File: config.mk
export PLATFORM = sky130hd
export DESIGN_NAME = bus_master
export DESIGN_NICKNAME = d
export VERILOG_FILES = /design/src/rtl/bus_pkg.sv /design/src/rtl/bus_master.sv
export SDC_FILE = /design/constraint.sdc
export NUM_CORES = 1
export LEC_CHECK = 0
export CAP_MARGIN = 20
export CORE_ASPECT_RATIO = 1.5
export CORE_UTILIZATION = 40
export CTS_CLUSTER_DIAMETER = 150
export CTS_CLUSTER_SIZE = 30
export DETAILED_ROUTE_END_ITERATION = 8
export PLACE_DENSITY_LB_ADDON = 0.25
export SYNTH_ARGS = -nofsm -noshare
export SYNTH_HDL_FRONTEND = slang
export SYNTH_SLANG_ARGS = --single-unit
File: constraint.sdc
create_clock -name clk -period 4.1 [get_ports clk]
set_clock_uncertainty 0.05 [all_clocks]
set_input_delay 0.82 -clock clk [delete_from_list [all_inputs] [get_ports clk]]
set_output_delay 0.82 -clock clk [all_outputs]
set_load 0.01 [all_outputs]
File: src/rtl/bus_pkg.sv
// Shared bus parameters and the master-side state encoding.
package bus_pkg;

    localparam int BUS_ADDR_W = 8;
    localparam int BUS_DATA_W = 32;
    localparam int BUS_LEN_W  = 4;

    typedef enum logic [1:0] {
        IDLE  = 2'd0,
        REQ   = 2'd1,
        XFER  = 2'd2,
        DRAIN = 2'd3
    } state_t;

endpackage

File: src/rtl/bus_master.sv
// Burst master for the shared RAM bus: accept->first beat 3 cycles with grant held, one beat per granted cycle.
// Backpressure: cmd held off outside IDLE, write beats stall on wd_valid or grant loss; rd_valid has no backpressure.
module bus_master
    import bus_pkg::*;
#(
    parameter int ADDR_W = BUS_ADDR_W,
    parameter int DATA_W = BUS_DATA_W,
    parameter int LEN_W  = BUS_LEN_W
) (
    input  logic              clk,
    input  logic              reset_n,
    input  logic              cmd_valid,
    output logic              cmd_ready,
    input  logic              cmd_wr,
    input  logic [ADDR_W-1:0] cmd_addr,
    input  logic [LEN_W-1:0]  cmd_len,
    input  logic              wd_valid,
    output logic              wd_ready,
    input  logic [DATA_W-1:0] wd_data,
    output logic              rd_valid,
    output logic [DATA_W-1:0] rd_data,
    output logic              done,
    output logic              m_req,
    input  logic              m_grant,
    output logic              m_wr,
    output logic [ADDR_W-1:0] m_addr,
    output logic [DATA_W-1:0] m_dout,
    input  logic [DATA_W-1:0] m_din
);

    state_t            state, state_nxt;
    logic              wr_q;
    logic              grant_ok;
    logic [ADDR_W-1:0] cur_addr;
    logic [LEN_W:0]    beats_left;
    logic              rd_beat_q;
    logic              beat;
    logic              last_beat;

    assign beat      = (state == XFER) && m_grant && (beats_left != '0) && (!wr_q || wd_valid);
    assign last_beat = beat && (beats_left == (LEN_W+1)'(1));
    assign m_req     = (state != IDLE);

    always_comb begin
        state_nxt = state;
        cmd_ready = 1'b0;
        m_wr      = 1'b0;
        m_addr    = '0;
        m_dout    = '0;
        wd_ready  = 1'b0;
        case (state)
            IDLE: begin
                cmd_ready = 1'b1;
                if (cmd_valid) state_nxt = REQ;
            end
            REQ: begin
                // The arbiter's grant lags by a cycle and idles on m0, so the first REQ cycle is untrusted.
                if (grant_ok && m_grant) state_nxt = XFER;
            end
            XFER: begin
                m_addr = cur_addr;
                if (beat && wr_q) begin
                    m_wr     = 1'b1;
                    m_dout   = wd_data;
                    wd_ready = 1'b1;
                end
                if (last_beat) state_nxt = wr_q ? IDLE : DRAIN;
            end
            DRAIN:   state_nxt = IDLE;
            default: state_nxt = IDLE;
        endcase
    end

    always_ff @(posedge clk or negedge reset_n) begin
        if (!reset_n) begin
            state      <= IDLE;
            wr_q       <= 1'b0;
            grant_ok   <= 1'b0;
            cur_addr   <= '0;
            beats_left <= '0;
            rd_beat_q  <= 1'b0;
            rd_valid   <= 1'b0;
            rd_data    <= '0;
            done       <= 1'b0;
        end else begin
            state    <= state_nxt;
            grant_ok <= (state == REQ);
            if (state == IDLE && cmd_valid) begin
                wr_q       <= cmd_wr;
                cur_addr   <= cmd_addr;
                beats_left <= {1'b0, cmd_len} + (LEN_W+1)'(1);
            end else if (beat) begin
                cur_addr   <= cur_addr + ADDR_W'(1);
                beats_left <= beats_left - (LEN_W+1)'(1);
            end
            // Read data appears on m_din the cycle after its beat and is registered out one cycle later.
            rd_beat_q <= beat && !wr_q;
            rd_valid  <= rd_beat_q;
            if (rd_beat_q) rd_data <= m_din;
            done <= (last_beat && wr_q) || (state == DRAIN);
        end
    end

endmodule

### Word level (Yosys, flattened, before mapping)

Cells that the tools add are included.

| word-level totals | value |
|---|---|
| bits in read-only memories | 0 |
| logic and storage cells | 51 |
| RAM bits | 0 |
| input bits | 82 |
| memories kept | 0 |
| output and inout bits | 78 |
| bits in latches | 0 |
| bits in registers | 52 |

| cells by class | value |
|---|---|
| bitwise logic cells | 0 |
| equal/unequal tests | 7 |
| div/mod/pow operators | 0 |
| shifts and indexed selects | 0 |
| multiplexer cells | 15 |
| order comparisons | 0 |
| $add $sub $neg | 3 |
| $mul | 0 |
| reduce and logical (&&, ||, !) cells | 17 |

Operators with widths:

| cell | number |
|---|---|
| $mux W32 | 2 |
| $mux W8 | 3 |
| $mux W5 | 2 |
| $logic_and A1 B1 Y1 | 9 |
| $add A8 B1 Y8 const B | 1 |
| $mux W2 | 4 |
| $pmux W2 S4 | 1 |
| $ne A2 B2 Y1 const B | 3 |
| $add A4 B1 Y5 const B | 1 |
| $eq A5 B1 Y1 const B | 1 |
| $reduce_bool A5 Y1 | 1 |
| $sub A5 B1 Y5 const B | 1 |
| $eq A2 B2 Y1 const B | 2 |
| $reduce_bool A2 Y1 | 2 |
| $mux W1 | 3 |
| $reduce_and A3 Y1 | 1 |
| $eq A2 B1 Y1 const B | 1 |
| $logic_not A2 Y1 | 1 |
| $logic_or A1 B1 Y1 | 2 |
| $logic_not A1 Y1 | 1 |

### Depth between registers and ports, before layout

Gate-level depths: netlist of the first run.

| logic depth | value |
|---|---|
| word-level depth | 7 |
| mapped depth | 7 |

### Worst setup path before layout of the first run

OpenSTA, ideal clock, no wires.

| timing path | value |
|---|---|
| path kind | in2out |
| start point | in m_grant |
| end point | out m_dout[22] |
| path slack | 1.365 ns |
| stages on the path | 5 |
| data required time | 3.230 ns |
| data arrival time | 1.865 ns |
| cell sequence | and3b_2 nand2_2 nor2_1 clkbuf_1 and2_1 |

| between the ends | value |
|---|---|
| word-level cells in the longest chain between the ends | 6 |

Ends and longest elaborated chain:

| element | RTL line | source |
|---|---|---|
| start, declared | bus_master.sv:24 | `input logic m_grant,` |
| $logic_and A1 B1 Y1 (3 in a row) | bus_master.sv:40 | `assign beat = (state == XFER) && m_grant && (beats_left != '0) && (!wr_q \|\| wd_valid);` |
| $logic_and A1 B1 Y1 | bus_master.sv:62 | `if (beat && wr_q) begin` |
| $mux W32 | bus_master.sv:62 |  |
| $mux W32 | bus_master.sv:51 | `case (state)` |
| end, declared | bus_master.sv:27 | `output logic [DATA_W-1:0] m_dout,` |

No other way between the ends.

### Final worst setup path of the first run

| timing path | value |
|---|---|
| start point | in m_grant |
| end point | out m_dout[28] |

The elaborated chain is that of the path after synthesis.

==> results of run 1 <==
power breakdown:
group          internal (mW)  leakage (nW)  switching [mW]
Clock                  0.184        0.0548           0.170
Sequential             0.764         0.638           0.171
Combinational          0.677          1.09           0.429
registers in the layout, indices dropped and copies added (netlist names):
signal / flops
state: 2
beats_left: 5
wr_q: 1
rd_valid: 1
rd_beat_q: 1
grant_ok: 1
done: 1
rd_data: 32
cur_addr: 8
worst max-delay path: cells and delay by family:
kind / cells / cell delay (ns)
and+or+nand+nor: 4 / 0.65
buffers and inverters: 3 / 1.31
routing by layer:
layer	share of wire, %	vias to the layer above
met2	53	109
li1	-	1092
met1	37	1028
met4	1.8	0
met3	8.1	9
met5	0	-
stage by stage:
step	cells	cell area [µm²]	setup WS, ns	hold WS [ns]	utilization, %
finish	458	4320	0.438	0.420	70.4
global route	458	4320	0.299	0.452	70.4
CTS	458	4320	0.424	0.422	70.4
detailed placement	450	4200	0.434	0.444	68.5
global placement	449	4180	0.455	0.438	68.2
floorplan	225	2550	1.36	0.302	-
cells in the final DEF, fill, tap and decap left out, types with 2 or more instances in the layout:
master,Yosys,final
nand2_2,2,2
nand4_1,3,3
xor2_1,4,4
a31oi_1,8,8
nand2_1,6,6
ha_1,5,5
inv_1,4,4
dfrtp_1,52,52
or3_2,2,2
nor2b_1,2,2
xnor2_1,2,2
or3_1,4,4
clkbuf_8,1,5
nor2_1,15,15
clkdlybuf4s50_1,0,158
mux2_2,33,33
and2_1,39,39
a21oi_1,4,4
o31ai_1,2,2
o21ai_0,8,8
or4_1,2,2
mux2i_1,2,2
nand3_1,5,5
buf_4,2,2
layout make-up:
class	instances	area (µm²)	share of cell area (%)
Timing Repair Buffer	162	1620	37.6
Sequential cell	52	1300	30.2
Multi-Input combinational cell	158	1170	27.1
Tap cell	74	92.6	2.15
Clock buffer	5	68.8	1.59
Clock inverter	3	46.3	1.07
Inverter	4	15.0	0.348
worst max-delay path by stage:
| stage | end | depth (start not counted) |
|---|---|---|
| final | m_dout[28] | 7 |
| after global routing | m_dout[24] | 7 |
| after CTS | m_dout[28] | 7 |
| after detailed placement | m_dout[28] | 7 |
| after global placement | m_dout[28] | 7 |
| after floorplan | m_dout[22] | 5 |
cell families (layout without fill, tap and decap cells):
kind of cell / Yosys count / in the layout / share of synthesized area (%)
muxes: 35 / 35 / 15.4
xor gates and xnor gates: 6 / 6 / 2.06
buffers and inverters: 15 / 174 / 2.95
DFF: 52 / 52 / 51.1
AOI/OAI and AO/OA: 25 / 25 / 6.00
adders and majority gates: 5 / 5 / 2.46
and+or+nand+nor: 87 / 87 / 20.0
==> results.py, run 1 <==
metrics = {
    "status": {
        "status": "finished clean",
    },
    "pwr": {
        "vdd_drop_max_uv": 261,
        "overall_power_mw": 2.39,
        "power_density_mw_per_mm2": 555,
        "p_leak_nw": 1.78,
    },
    "setup_path": {
        "crit_path_top_delay_cell": "clkdlybuf4s50_1",
        "worstSetupStartpointType": "primary input",
        "worst_r2r_startpoint": "beats_left[0]$_DFFE_PN0P_",
        "worstPathMaxFanout": 34,
        "timing.critical_path.to_type": "output port",
        "crit_arrival_ns": 2.79,
        "crit_path_start": "m_grant",
        "setup_cp_type": "in -> out",
        "timing.critical_path.cells": "clkdlybuf4s50_1 > and3b_2 > nand2_2 > nor2_1 > buf_4 > and2_1 > clkdlybuf4s50_1",
        "r2r_cells": 6,
        "cpPeakStageDelay_ns": 0.55,
        "regToRegSetupSlack_ns": 1.99,
        "worst_ep_required_time_ns": 3.23,
        "regToRegEndpoint": "cur_addr[3]$_DFFE_PN0P_",
        "critical-path-top-cell-by-count": "clkdlybuf4s50_1",
    },
    "logic_synthesis": {
        "syn-instance-count": 225,
        "synth_cell_type_count": 36,
        "yosysSeqAreaShare_pct": 51.1,
        "async_flop_share_pct": 100,
        "netlist.top_cell.by_area": "dfrtp_1",
        "dominantRegCellSynth": "dfrtp_1",
        "syn_nets": 312,
        "synth_top_cells_by_area": "dfrtp_1 51%, mux2_2 15%, and2_1 9.6%",
        "synthesis.yosys.warnings": 0,
        "ranking_of_synthesized_cells_by_instance_count": "52 x dfrtp_1, 39 x and2_1, 33 x mux2_2, 15 x nor2_1",
        "netlist_area_mm2": 0.00255,
        "yosys_register_bits": 52,
        "yosysTopAreaCellShare_pct": 51.1,
        "post-synth-top-count-cell": "dfrtp_1",
        "syn_area_per_cell_um2": 11.3,
        "synth-edff-count": 0,
    },
    "routing": {
        "drt_drc_violations_left": 0,
        "wirelength_um": 6320,
        "detail-route-antenna-nets": 0,
        "drt_pre_antenna_iters": 4,
        "routedWlPerCell_um": 13.8,
        "detail_route.vias_per_cell": 4.89,
        "drt_iter0_markers": 73,
        "vias": 2238,
    },
    "cts": {
        "clkSlewWorstSetupHoldPaths_ns": 0.10,
        "tritoncts": "done",
        "cts_buf_count": 5,
        "cts_max_path_buffers": 2,
        "tritoncts_sink_count": 52,
        "cts_root_buffer": "clkbuf_8",
        "clk-insertion-delay-late_ns": 0.30,
        "cts-resized-gates": 0,
        "htree_levels": 2,
        "cts.repair_timing.setup_buffer_count": 0,
        "holdBufCountCts": 0,
    },
    "layout": {
        "n_fill_cell": 465,
        "flow.area_growth_from_synthesis_pct": 69.5,
        "layout-drive-gt1-share_pct": 14.1,
        "n_diodes": 0,
        "design.final.nets": 470,
    },
    "sta": {
        "hold_viol_final": 0,
        "final-max-slew-violation-count": 0,
        "timing.max_slew.rel_slack_pct": 63.5,
        "timing.fmax_mhz": 273,
        "crit_share_post_route_pct": 89.3,
        "fin_crit_ns": 3.66,
        "grt_setup_unrepaired": "no",
        "setup_viol_count_final": 0,
        "worstMarginPinSlew_ns": 0.547,
        "setup_tns_ns": 0,
    },
    "floorplanning": {
        "placement_rows": 35,
        "die_h_um": 99.7,
        "floorplan.die_area_mm2": 0.00670,
        "floorplan.initialDensity_pct": 41.5,
        "floorplan.core_area_mm2": 0.00613,
        "top_level_ports": 160,
        "chipWidth_um": 67.1,
    },
    "global_route": {
        "grt_util_met3_pct": 5.16,
        "grt_max_degree": 35,
        "antenna_found_initial": 0,
        "first_global_vias": 2227,
        "track_usage_pct": 19.7,
        "grt_first_pass_wirelength_um": 9980,
        "overflow": 0,
        "grt_use_met1_pct": 21.5,
        "gr-usage-met2_pct": 35.4,
        "busiest_layer": "met2",
    },
    "run": {
        "maxCapViolCount": 0,
    },
    "placement": {
        "place.port_buffers": 159,
        "globalplace.congestion": 0.746,
        "place.detailed.hpwl_um": 5060,
    },
    "worst_hold_path": {
        "holdCritPathClass": "in -> async",
    },
}
No activity file was read; power rests on OpenSTA's default activity.
==> inputs of run 2 (changes only) <==
- SKIP_LAST_GASP: unset -> 1
==> results of run 2 <==
The final DEF is identical to that of run 1; final timing and power are the same.
==> inputs of run 3 (changes only) <==
- CORE_UTILIZATION: 40 -> 41
- CTS_BUF_LIST: unset -> sky130_fd_sc_hd__clkbuf_8
==> results.py, run 3 (synthesis results as in run 1) <==
metrics = {
    "placement": {
        "place.port_buffers": 159,
        "place.detailed.hpwl_um": 5040,
        "detailed_place.area_mm2": 0.00420,
        "globalplace.congestion": 0.735,
    },
    "cts": {
        "cts_max_path_buffers": 2,
        "clkSlewWorstSetupHoldPaths_ns": 0.09,
        "cts-resized-gates": 0,
        "htree_levels": 2,
        "clk-insertion-delay-late_ns": 0.30,
        "cts.repair_timing.setup_buffer_count": 0,
        "holdBufCountCts": 0,
        "tritoncts_sink_count": 52,
        "tritoncts": "done",
        "cts_root_buffer": "clkbuf_8",
        "cts_buf_count": 5,
    },
    "sta": {
        "final-max-slew-violation-count": 0,
        "worstMarginPinSlew_ns": 0.575,
        "setup_viol_count_final": 0,
        "timing.fmax_mhz": 269,
        "timing.max_slew.rel_slack_pct": 61.6,
        "grt_setup_unrepaired": "no",
        "setup_tns_ns": 0,
        "fin_crit_ns": 3.72,
        "hold_viol_final": 0,
        "crit_share_post_route_pct": 90.7,
    },
    "setup_path": {
        "timing.critical_path.to_type": "output port",
        "worstSetupStartpointType": "primary input",
        "setup_cp_type": "in -> out",
        "worstPathMaxFanout": 34,
        "worst_ep_required_time_ns": 3.23,
        "regToRegSetupSlack_ns": 1.96,
        "crit_arrival_ns": 2.85,
    },
    "layout": {
        "layout.cell_area.non_filler_mm2": 0.00432,
        "largest_registers": "rd_data (32), cur_addr (8), beats_left (5)",
        "layout.cells.most_common_list": "158 x clkdlybuf4s50_1, 52 x dfrtp_1, 39 x and2_1",
        "multiInputGateArea_mm2": 0.00117,
        "layout-drive-gt1-share_pct": 14.1,
        "largest-register": "rd_data",
        "design.final.nets": 470,
        "layout.cells.most_common": "clkdlybuf4s50_1",
        "register_area_mm2": 0.00130,
        "flip_flop_count_of_the_largest_register_all_copies_and_words_added": 32,
        "n_diodes": 0,
        "flow.area_growth_from_synthesis_pct": 69.6,
        "n_fill_cell": 445,
    },
    "floorplanning": {
        "die_h_um": 98.5,
        "top_level_ports": 160,
        "chipWidth_um": 66.3,
        "floorplan.core_area_mm2": 0.00591,
        "placement_rows": 34,
        "floorplan.initialDensity_pct": 43.1,
        "floorplan.die_area_mm2": 0.00654,
    },
    "worst_hold_path": {
        "holdCritPathClass": "in -> async",
    },
    "pwr": {
        "power_density_mw_per_mm2": 557,
        "p_leak_nw": 1.79,
        "vdd_drop_max_uv": 225,
    },
    "routing": {
        "detail-route-antenna-nets": 0,
        "detail_route.vias_per_cell": 5.06,
        "vias": 2307,
        "drt_pre_antenna_iters": 4,
        "drt_iter0_markers": 85,
        "wirelength_um": 6290,
        "drt_drc_violations_left": 0,
        "routedWlPerCell_um": 13.8,
    },
    "run": {
        "maxCapViolCount": 0,
    },
    "global_route": {
        "track_usage_pct": 20.2,
        "antenna_found_initial": 0,
        "first_global_vias": 2294,
        "overflow": 0,
        "grt_first_pass_wirelength_um": 10100,
        "grt_max_degree": 40,
    },
    "status": {
        "status": "finished clean",
    },
}
==> run 3: path summary, 6_finish.rpt <==
kind	startpoint	depth (start not counted)	endpoint
max in group asynchronous	reset_n	2	cur_addr[1]$_DFFE_PN0P_
min in group clk	rd_data[0]$_DFFE_PN0P_	1	rd_data[0]$_DFFE_PN0P_
min reg2reg	rd_data[0]$_DFFE_PN0P_	1	rd_data[0]$_DFFE_PN0P_
max reg2reg	beats_left[0]$_DFFE_PN0P_	6	cur_addr[3]$_DFFE_PN0P_
max	m_grant	7	m_dout[22]
min	reset_n	1	rd_data[21]$_DFFE_PN0P_
==> run 3: cell type report <==
class | instances | area share (%)
repair buffers | 162 | 37.5
multi-input cells | 158 | 27.1
flip-flops and latches | 52 | 30.1
well taps | 72 | 2.09
clock buffers | 6 | 1.91
inverters | 4 | 0.348
clock inverters | 2 | 0.898
==> run 3: report_power, final <==
part | total [mW] | switching (mW) | internal (mW)
Clock | 0.362 | 0.163 | 0.200
Sequential | 0.938 | 0.174 | 0.764
Combinational | 1.11 | 0.429 | 0.677
Total | 2.41 | 0.766 | 1.64
==> run 3: layer usage <==
metal	vias to the layer above	track usage, %	part of all wire (%)
met5	-	0	0
met4	0	7.04	2.0
met3	9	4.28	8.1
met2	133	37.4	53
met1	1076	21.9	37
li1	1089	-	-
==> run 3: critical path: stages <==
cell and delay [ns]:
clkdlybuf4s50_1 0.49, and3b_2 0.25, nand2_2 0.12, nor2_1 0.17
buf_4 0.27, and2_1 0.18, clkdlybuf4s50_1 0.54
==> run 3: metrics by stage <==
stage | hold WS [ns] | util, % | setup WS (ns) | instances | total power, mW
final | 0.360 | 73.0 | 0.382 | 456 | 2.41
after global routing | 0.368 | 73.0 | 0.218 | 456 | 2.58
after CTS | 0.361 | 73.0 | 0.366 | 456 | 2.44
after detailed placement | 0.444 | 71.0 | 0.375 | 448 | 2.07
after global placement | 0.437 | 70.7 | 0.398 | 447 | 2.02
after floorplan | 0.302 | - | 1.36 | 225 | 1.46
